File: config.mk
export PLATFORM = sky130hd
export DESIGN_NAME = cmp_arbiter_flat
export DESIGN_NICKNAME = d
export VERILOG_FILES = /design/src/rtl/cmp_arbiter_pkg.sv /design/src/rtl/cmp_arbiter_if.sv /design/src/rtl/comparator_lt.sv /design/src/rtl/cmp_arbiter.sv /design/src/flat_wrapper.sv
export SDC_FILE = /design/constraint.sdc
export NUM_CORES = 1
export LEC_CHECK = 0
export CORE_ASPECT_RATIO = 1.5
export CORE_MARGIN = 10
export CORE_UTILIZATION = 35
export CTS_CLUSTER_DIAMETER = 50
export DETAILED_ROUTE_END_ITERATION = 6
export PLACE_DENSITY_LB_ADDON = 0.12
export SLEW_MARGIN = 5
export SYNTH_ARGS = -nofsm -noshare
export SYNTH_HDL_FRONTEND = slang
export SYNTH_SLANG_ARGS = --single-unit
File: constraint.sdc
create_clock -name clk_i -period 1.8 [get_ports clk_i]
set_input_delay 0.45 -clock clk_i [delete_from_list [all_inputs] [get_ports clk_i]]
set_output_delay 0.45 -clock clk_i [all_outputs]
set_load 0.05 [all_outputs]
File: src/rtl/cmp_arbiter_pkg.sv
// Shared types and constants for the two-requester compare arbiter.
package cmp_arbiter_pkg;

    localparam int unsigned DEFAULT_N = 32;

    // Mode encoding carried on reqX_sel_signed_i
    localparam logic SIGNED   = 1'b0;
    localparam logic UNSIGNED = 1'b1;

    typedef enum logic [1:0] {
        IDLE = 2'd0,
        CMP  = 2'd1,
        RESP = 2'd2
    } state_e;

endpackage

File: src/rtl/cmp_arbiter_if.sv
// Request/response bundle between two requesters, one consumer and the arbiter.
interface cmp_arbiter_if #(
    parameter int unsigned N = cmp_arbiter_pkg::DEFAULT_N
) ();

    logic         req0_valid_i;
    logic         req0_ready_o;
    logic [N-1:0] req0_a_i;
    logic [N-1:0] req0_b_i;
    logic         req0_sel_signed_i;

    logic         req1_valid_i;
    logic         req1_ready_o;
    logic [N-1:0] req1_a_i;
    logic [N-1:0] req1_b_i;
    logic         req1_sel_signed_i;

    logic         rsp_valid_o;
    logic         rsp_ready_i;
    logic         rsp_id_o;
    logic         rsp_lt_o;

    modport slave (
        input  req0_valid_i, req0_a_i, req0_b_i, req0_sel_signed_i,
        input  req1_valid_i, req1_a_i, req1_b_i, req1_sel_signed_i,
        input  rsp_ready_i,
        output req0_ready_o, req1_ready_o,
        output rsp_valid_o, rsp_id_o, rsp_lt_o
    );

    modport master (
        output req0_valid_i, req0_a_i, req0_b_i, req0_sel_signed_i,
        output req1_valid_i, req1_a_i, req1_b_i, req1_sel_signed_i,
        output rsp_ready_i,
        input  req0_ready_o, req1_ready_o,
        input  rsp_valid_o, rsp_id_o, rsp_lt_o
    );

endinterface

File: src/rtl/comparator_lt.sv
// Combinational A < B comparator with selectable signed/unsigned interpretation.
module comparator_lt
    import cmp_arbiter_pkg::*;
#(
    parameter int unsigned N = DEFAULT_N
) (
    input  logic [N-1:0] a,
    input  logic [N-1:0] b,
    input  logic         selUnsigned,
    output logic         lt_c
);

    // Differing sign bits in signed mode: the negative operand is the smaller one
    always_comb begin
        lt_c = (a < b);
        if ((selUnsigned == SIGNED) && (a[N-1] != b[N-1])) begin
            lt_c = a[N-1];
        end
    end

endmodule

File: src/rtl/cmp_arbiter.sv
// Round-robin arbiter sharing one comparator between two requesters; IDLE -> CMP -> RESP.
module cmp_arbiter
    import cmp_arbiter_pkg::*;
#(
    parameter int unsigned N = DEFAULT_N
) (
    input  logic         clk_i,
    input  logic         rst_ni,
    cmp_arbiter_if.slave bus
);

    state_e       state;
    state_e       stateNext;
    logic         ptr;
    logic         grantId;
    logic         grant0;
    logic         grant1;
    logic         accept;
    logic [N-1:0] opA;
    logic [N-1:0] opB;
    logic         modeQ;
    logic         idQ;
    logic         rspValid;
    logic         rspId;
    logic         rspLt;
    logic         cmpLt;

    always_ff @(posedge clk_i or negedge rst_ni) begin
        if (!rst_ni) state <= IDLE;
        else         state <= stateNext;
    end

    // Grant is only offered in IDLE and out of reset; pointer breaks ties
    always_comb begin
        stateNext = state;
        grantId   = 1'b0;
        grant0    = 1'b0;
        grant1    = 1'b0;
        case (state)
            IDLE: begin
                if (rst_ni) begin
                    if (bus.req0_valid_i && bus.req1_valid_i) grantId = ptr;
                    else                                      grantId = bus.req1_valid_i;
                    grant0 = bus.req0_valid_i && (grantId == 1'b0);
                    grant1 = bus.req1_valid_i && (grantId == 1'b1);
                end
                if (grant0 || grant1) stateNext = CMP;
            end
            CMP:     stateNext = RESP;
            RESP:    if (bus.rsp_ready_i) stateNext = IDLE;
            default: stateNext = IDLE;
        endcase
    end

    assign accept = grant0 | grant1;

    always_ff @(posedge clk_i or negedge rst_ni) begin
        if (!rst_ni) begin
            ptr   <= 1'b0;
            opA   <= '0;
            opB   <= '0;
            modeQ <= SIGNED;
            idQ   <= 1'b0;
        end else if (accept) begin
            ptr   <= ~grantId;
            opA   <= grantId ? bus.req1_a_i : bus.req0_a_i;
            opB   <= grantId ? bus.req1_b_i : bus.req0_b_i;
            modeQ <= grantId ? bus.req1_sel_signed_i : bus.req0_sel_signed_i;
            idQ   <= grantId;
        end
    end

    comparator_lt #(.N(N)) u_cmp (
        .a           (opA),
        .b           (opB),
        .selUnsigned (modeQ),
        .lt_c        (cmpLt)
    );

    // Response is captured at the end of CMP and held until the consumer takes it
    always_ff @(posedge clk_i or negedge rst_ni) begin
        if (!rst_ni) begin
            rspValid <= 1'b0;
            rspId    <= 1'b0;
            rspLt    <= 1'b0;
        end else if (state == CMP) begin
            rspValid <= 1'b1;
            rspId    <= idQ;
            rspLt    <= cmpLt;
        end else if ((state == RESP) && bus.rsp_ready_i) begin
            rspValid <= 1'b0;
        end
    end

    assign bus.req0_ready_o = grant0;
    assign bus.req1_ready_o = grant1;
    assign bus.rsp_valid_o  = rspValid;
    assign bus.rsp_id_o     = rspId;
    assign bus.rsp_lt_o     = rspLt;

endmodule

File: src/flat_wrapper.sv
// flat-port wrapper written by rule: the top's interface ports become plain ports
module cmp_arbiter_flat import cmp_arbiter_pkg::*;
#(
    parameter int unsigned N = DEFAULT_N
)
  (clk_i, rst_ni, bus_req0_valid_i, bus_req0_a_i, bus_req0_b_i, bus_req0_sel_signed_i, bus_req1_valid_i, bus_req1_a_i, bus_req1_b_i, bus_req1_sel_signed_i, bus_rsp_ready_i, bus_req0_ready_o, bus_req1_ready_o, bus_rsp_valid_o, bus_rsp_id_o, bus_rsp_lt_o);
  cmp_arbiter_if #(.N(N)) bus_i ();
  input  logic clk_i;
  input  logic rst_ni;
  input wire logic [$bits(bus_i.req0_valid_i)-1:0] bus_req0_valid_i;
  input wire logic [$bits(bus_i.req0_a_i)-1:0] bus_req0_a_i;
  input wire logic [$bits(bus_i.req0_b_i)-1:0] bus_req0_b_i;
  input wire logic [$bits(bus_i.req0_sel_signed_i)-1:0] bus_req0_sel_signed_i;
  input wire logic [$bits(bus_i.req1_valid_i)-1:0] bus_req1_valid_i;
  input wire logic [$bits(bus_i.req1_a_i)-1:0] bus_req1_a_i;
  input wire logic [$bits(bus_i.req1_b_i)-1:0] bus_req1_b_i;
  input wire logic [$bits(bus_i.req1_sel_signed_i)-1:0] bus_req1_sel_signed_i;
  input wire logic [$bits(bus_i.rsp_ready_i)-1:0] bus_rsp_ready_i;
  output wire logic [$bits(bus_i.req0_ready_o)-1:0] bus_req0_ready_o;
  output wire logic [$bits(bus_i.req1_ready_o)-1:0] bus_req1_ready_o;
  output wire logic [$bits(bus_i.rsp_valid_o)-1:0] bus_rsp_valid_o;
  output wire logic [$bits(bus_i.rsp_id_o)-1:0] bus_rsp_id_o;
  output wire logic [$bits(bus_i.rsp_lt_o)-1:0] bus_rsp_lt_o;
  assign bus_i.req0_valid_i = bus_req0_valid_i;
  assign bus_i.req0_a_i = bus_req0_a_i;
  assign bus_i.req0_b_i = bus_req0_b_i;
  assign bus_i.req0_sel_signed_i = bus_req0_sel_signed_i;
  assign bus_i.req1_valid_i = bus_req1_valid_i;
  assign bus_i.req1_a_i = bus_req1_a_i;
  assign bus_i.req1_b_i = bus_req1_b_i;
  assign bus_i.req1_sel_signed_i = bus_req1_sel_signed_i;
  assign bus_i.rsp_ready_i = bus_rsp_ready_i;
  assign bus_req0_ready_o = bus_i.req0_ready_o;
  assign bus_req1_ready_o = bus_i.req1_ready_o;
  assign bus_rsp_valid_o = bus_i.rsp_valid_o;
  assign bus_rsp_id_o = bus_i.rsp_id_o;
  assign bus_rsp_lt_o = bus_i.rsp_lt_o;
  cmp_arbiter #(.N(N)) u_core (.clk_i(clk_i), .rst_ni(rst_ni), .bus(bus_i));
endmodule
==> summary.md <==
| Metric | Value |
|---|---|
| Status | `complete, but fails checks` |
| Failing checks | `negative setup slack` |
| Multi-input logic area | `1750 um2` |
| Post-synth EDFFs | `0` |
| Routed WL per cell | `17.1 um` |
| FFs w/ async S/R, synth | `1.00` |
| Via count | `3488` |
| Clock transition at the registers of the reported paths | `0.05 ns` |
| R2r setup slk | `-0.05 ns` |
| LEAKAGE | `2.65 nW` |
| Die area | `15100 um2` |
| Smallest hold slack | `0.166 ns` |
| Clock latency on the worst-skew pair | `0.33 ns` |
| Register area | `1800 um2` |
| Peak VDD IR | `0.691 mV` |
| CP Capture Type | `flip-flop` |
| Filler cells | `943` |
| Fin cells | `695` |
| Register area share after synthesis | `0.488` |
| Sink Count | `72` |
| Cells after DPL | `670` |
| CP Data Required Time | `2.06 ns` |
| Period utilization | `1.03` |
| Post-Route Skew | `0.00427 ns` |
| Crit Reg-Reg Endpoint | `u_core.bus.rsp_lt_o` |
| Area growth, synth to finish | `57.3%` |
| Post-DRT Antenna Nets | `0` |
| FF-to-FF path depth | `6` |
| # port buffers | `139` |
| Post-Syn Instances | `389` |
| Overflow after GRT | `0` |
| Pwr Total | `8.02 mW` |
| Synth cell types | `33` |
| Clk buf depth | `2` |
| IO Count | `140` |
| TritonCTS clock tree | `yes` |
| First-pass GRT wire length | `19000 um` |
| Worst EP arrival | `2.10 ns` |
| CORE AREA | `10200 um2` |
| Fraction of layout cells with a size suffix above 1 | `0.123` |
| Final Wtd Congestion | `0.802` |
| DRC Markers | `0` |
| Final setup viols | `3` |
| Final max-slew violation count | `0` |
| Root Buffer | `clkbuf_16` |
| Initial antenna violation count | `1` |
| Startpoint Class | `flip-flop` |
| Final min period | `1.85 ns` |
| Seq cells post-synth | `72` |
| Syn_nets | `555` |
| Iter 0 DRT Violations | `119` |
| Detailed Place HPWL | `8990 um` |
| Vias in the first global route | `3857` |
| Reg2reg start | `u_core.opA[31]` |
| H-tree depth | `3` |
| Crit Path Category | `flip-flop to flip-flop` |
| Max capacitance violation total | `0` |
| Synth Flop Type | `dfrtp_1` |
| Largest net degree at the start of global routing | `48` |
| Initial Util | `0.362` |
| PwrDens | `1380 nW/um2` |
| PnR worst setup slack | `-0.0454 ns` |
| Total Nets Final | `715` |
| Global Route Usage Sum | `0.156` |
| Synthesized area per cell | `9.48 um2` |
| CP max FO | `5` |
| Fmax | `542 MHz` |
| Final hold vios | `0` |
| Clock buffer count from CTS | `9` |
| Die width | `104 um` |
| Worst Hold Class | `input port to async pin` |
| Slew of the pin with the lowest slew margin | `0.605 ns` |
| Vias per cell | `5.02` |
| Pre-antenna DRT Iters | `4` |
| Setup TNS | `-0.119 ns` |
| Row Count | `45` |
| Mapped Area | `3690 um2` |
| Unrepaired setup endpoints after global routing | `true` |
| Worst slew margin | `0.597` |
| Ys Warns | `0` |
| Drt total wl | `11900 um` |
| Height of the die | `146 um` |
| Critical Path Start | `u_core.opA[31]` |
[how the worst max path moves through the flow]
stage | endpoint | slack, ns | cells after the start
after global placement | u_core.bus.rsp_lt_o | -0.20 | 7
after global routing | u_core.bus.rsp_lt_o | -0.16 | 7
after floorplan | bus_req1_ready_o | -0.008 | 4
after detailed placement | u_core.bus.rsp_lt_o | -0.24 | 7
after CTS | bus_req1_ready_o | -0.06 | 4
final | u_core.bus.rsp_lt_o | -0.05 | 6
[flip-flops by register name, indices dropped and copies added (netlist names)]
register	flops
u_core.opA	32
u_core.modeQ	1
u_core.bus.rsp_valid_o	1
u_core.state	2
u_core.ptr	1
u_core.opB	32
u_core.bus.rsp_lt_o	1
u_core.bus.rsp_id_o	1
u_core.idQ	1
[what timing repair did]
action	4_1_cts	5_1_grt
endpoints found under the setup margin	3	3
hold buffers	0	0
setup buffers	9	0
pin swaps	7	6
resized for setup	10	4
[layout by cell type, fill, tap and decap left out, drive strengths merged]
master	n
clkdlybuf4s50	133
dfrtp	72
nand2	65
a21oi	38
o22ai	34
inv	34
buf	34
a22oi	33
ha	31
nor2	20
o21ai	11
clkbuf	11
nand3	6
nand4	5
nand2b	5
clkinv	5
a21o	3
a2111oi	2
diode	1
nor3b	1
a31oi	1
mux2	1
nor4b	1
a211oi	1
or4	1
and4	1
a221oi	1
nor4	1
a2111o	1
a311oi	1
[metrics by stage]
step                utilization  area, um2  setup WS (ns)
floorplan                     -       3710       -0.00831
global placement          0.530       5400         -0.204
detailed placement        0.530       5400         -0.239
CTS                       0.567       5780        -0.0643
global route              0.569       5800         -0.160
finish                    0.569       5800        -0.0454
[cells in the mapped netlist, types with 3 or more instances]
cell type	instances	area share
clkbuf_1	7	0.0071
o21ai_0	9	0.012
a21oi_1	38	0.052
dfrtp_1	72	0.49
nand3_1	6	0.0081
ha_1	31	0.11
a22oi_1	33	0.067
a21o_1	3	0.0061
nand2b_1	4	0.0068
nor2_1	19	0.019
nand2_1	65	0.066
buf_2	10	0.014
o22ai_1	34	0.058
inv_2	3	0.0031
inv_1	32	0.033
nand4_1	5	0.0085
[area by class of cell]
class / instances / area share
antenna: 1 / 0.000431
multi-input combinational: 264 / 0.301
timing repair buffer: 167 / 0.286
tap: 141 / 0.0304
clock inverter: 4 / 0.00345
clock buffer: 11 / 0.0436
sequential: 72 / 0.311
inverter: 35 / 0.0239
[worst max-delay path: stages, from the launching register on]
cell       delay (ns)
dfrtp_1          0.41
ha_4             0.32
nor2_2           0.06
a2111oi_4        0.25
o21ai_1          0.10
or4_1            0.51
a21oi_1          0.13
[logic make-up after synthesis]
| kind of cell | count (synthesis) | synth area share |
|---|---|---|
| fa+ha+maj | 31 | 0.105 |
| buf+inv | 53 | 0.0583 |
| flops | 72 | 0.488 |
| compound gates | 126 | 0.219 |
| mux | 1 | 0.00305 |
| simple gates | 106 | 0.126 |
[metal layers]
layer | part of all wire | vias up | global-route usage
met2 | 0.54 | 93 | 0.287
met4 | 0.031 | 0 | 0.0803
met1 | 0.38 | 1656 | 0.160
met5 | 0 | - | 0
met3 | 0.045 | 21 | 0.0336
li1 | - | 1718 | -
[report_power, final]
part | leakage [nW] | switching, mW | internal (mW)
sequential | 0.838 | 0.389 | 2.40
combinational | 1.67 | 1.92 | 1.67
clock | 0.141 | 0.648 | 0.989
total | 2.65 | 2.96 | 5.06
Note: power is estimated with default switching activity, not from simulation.
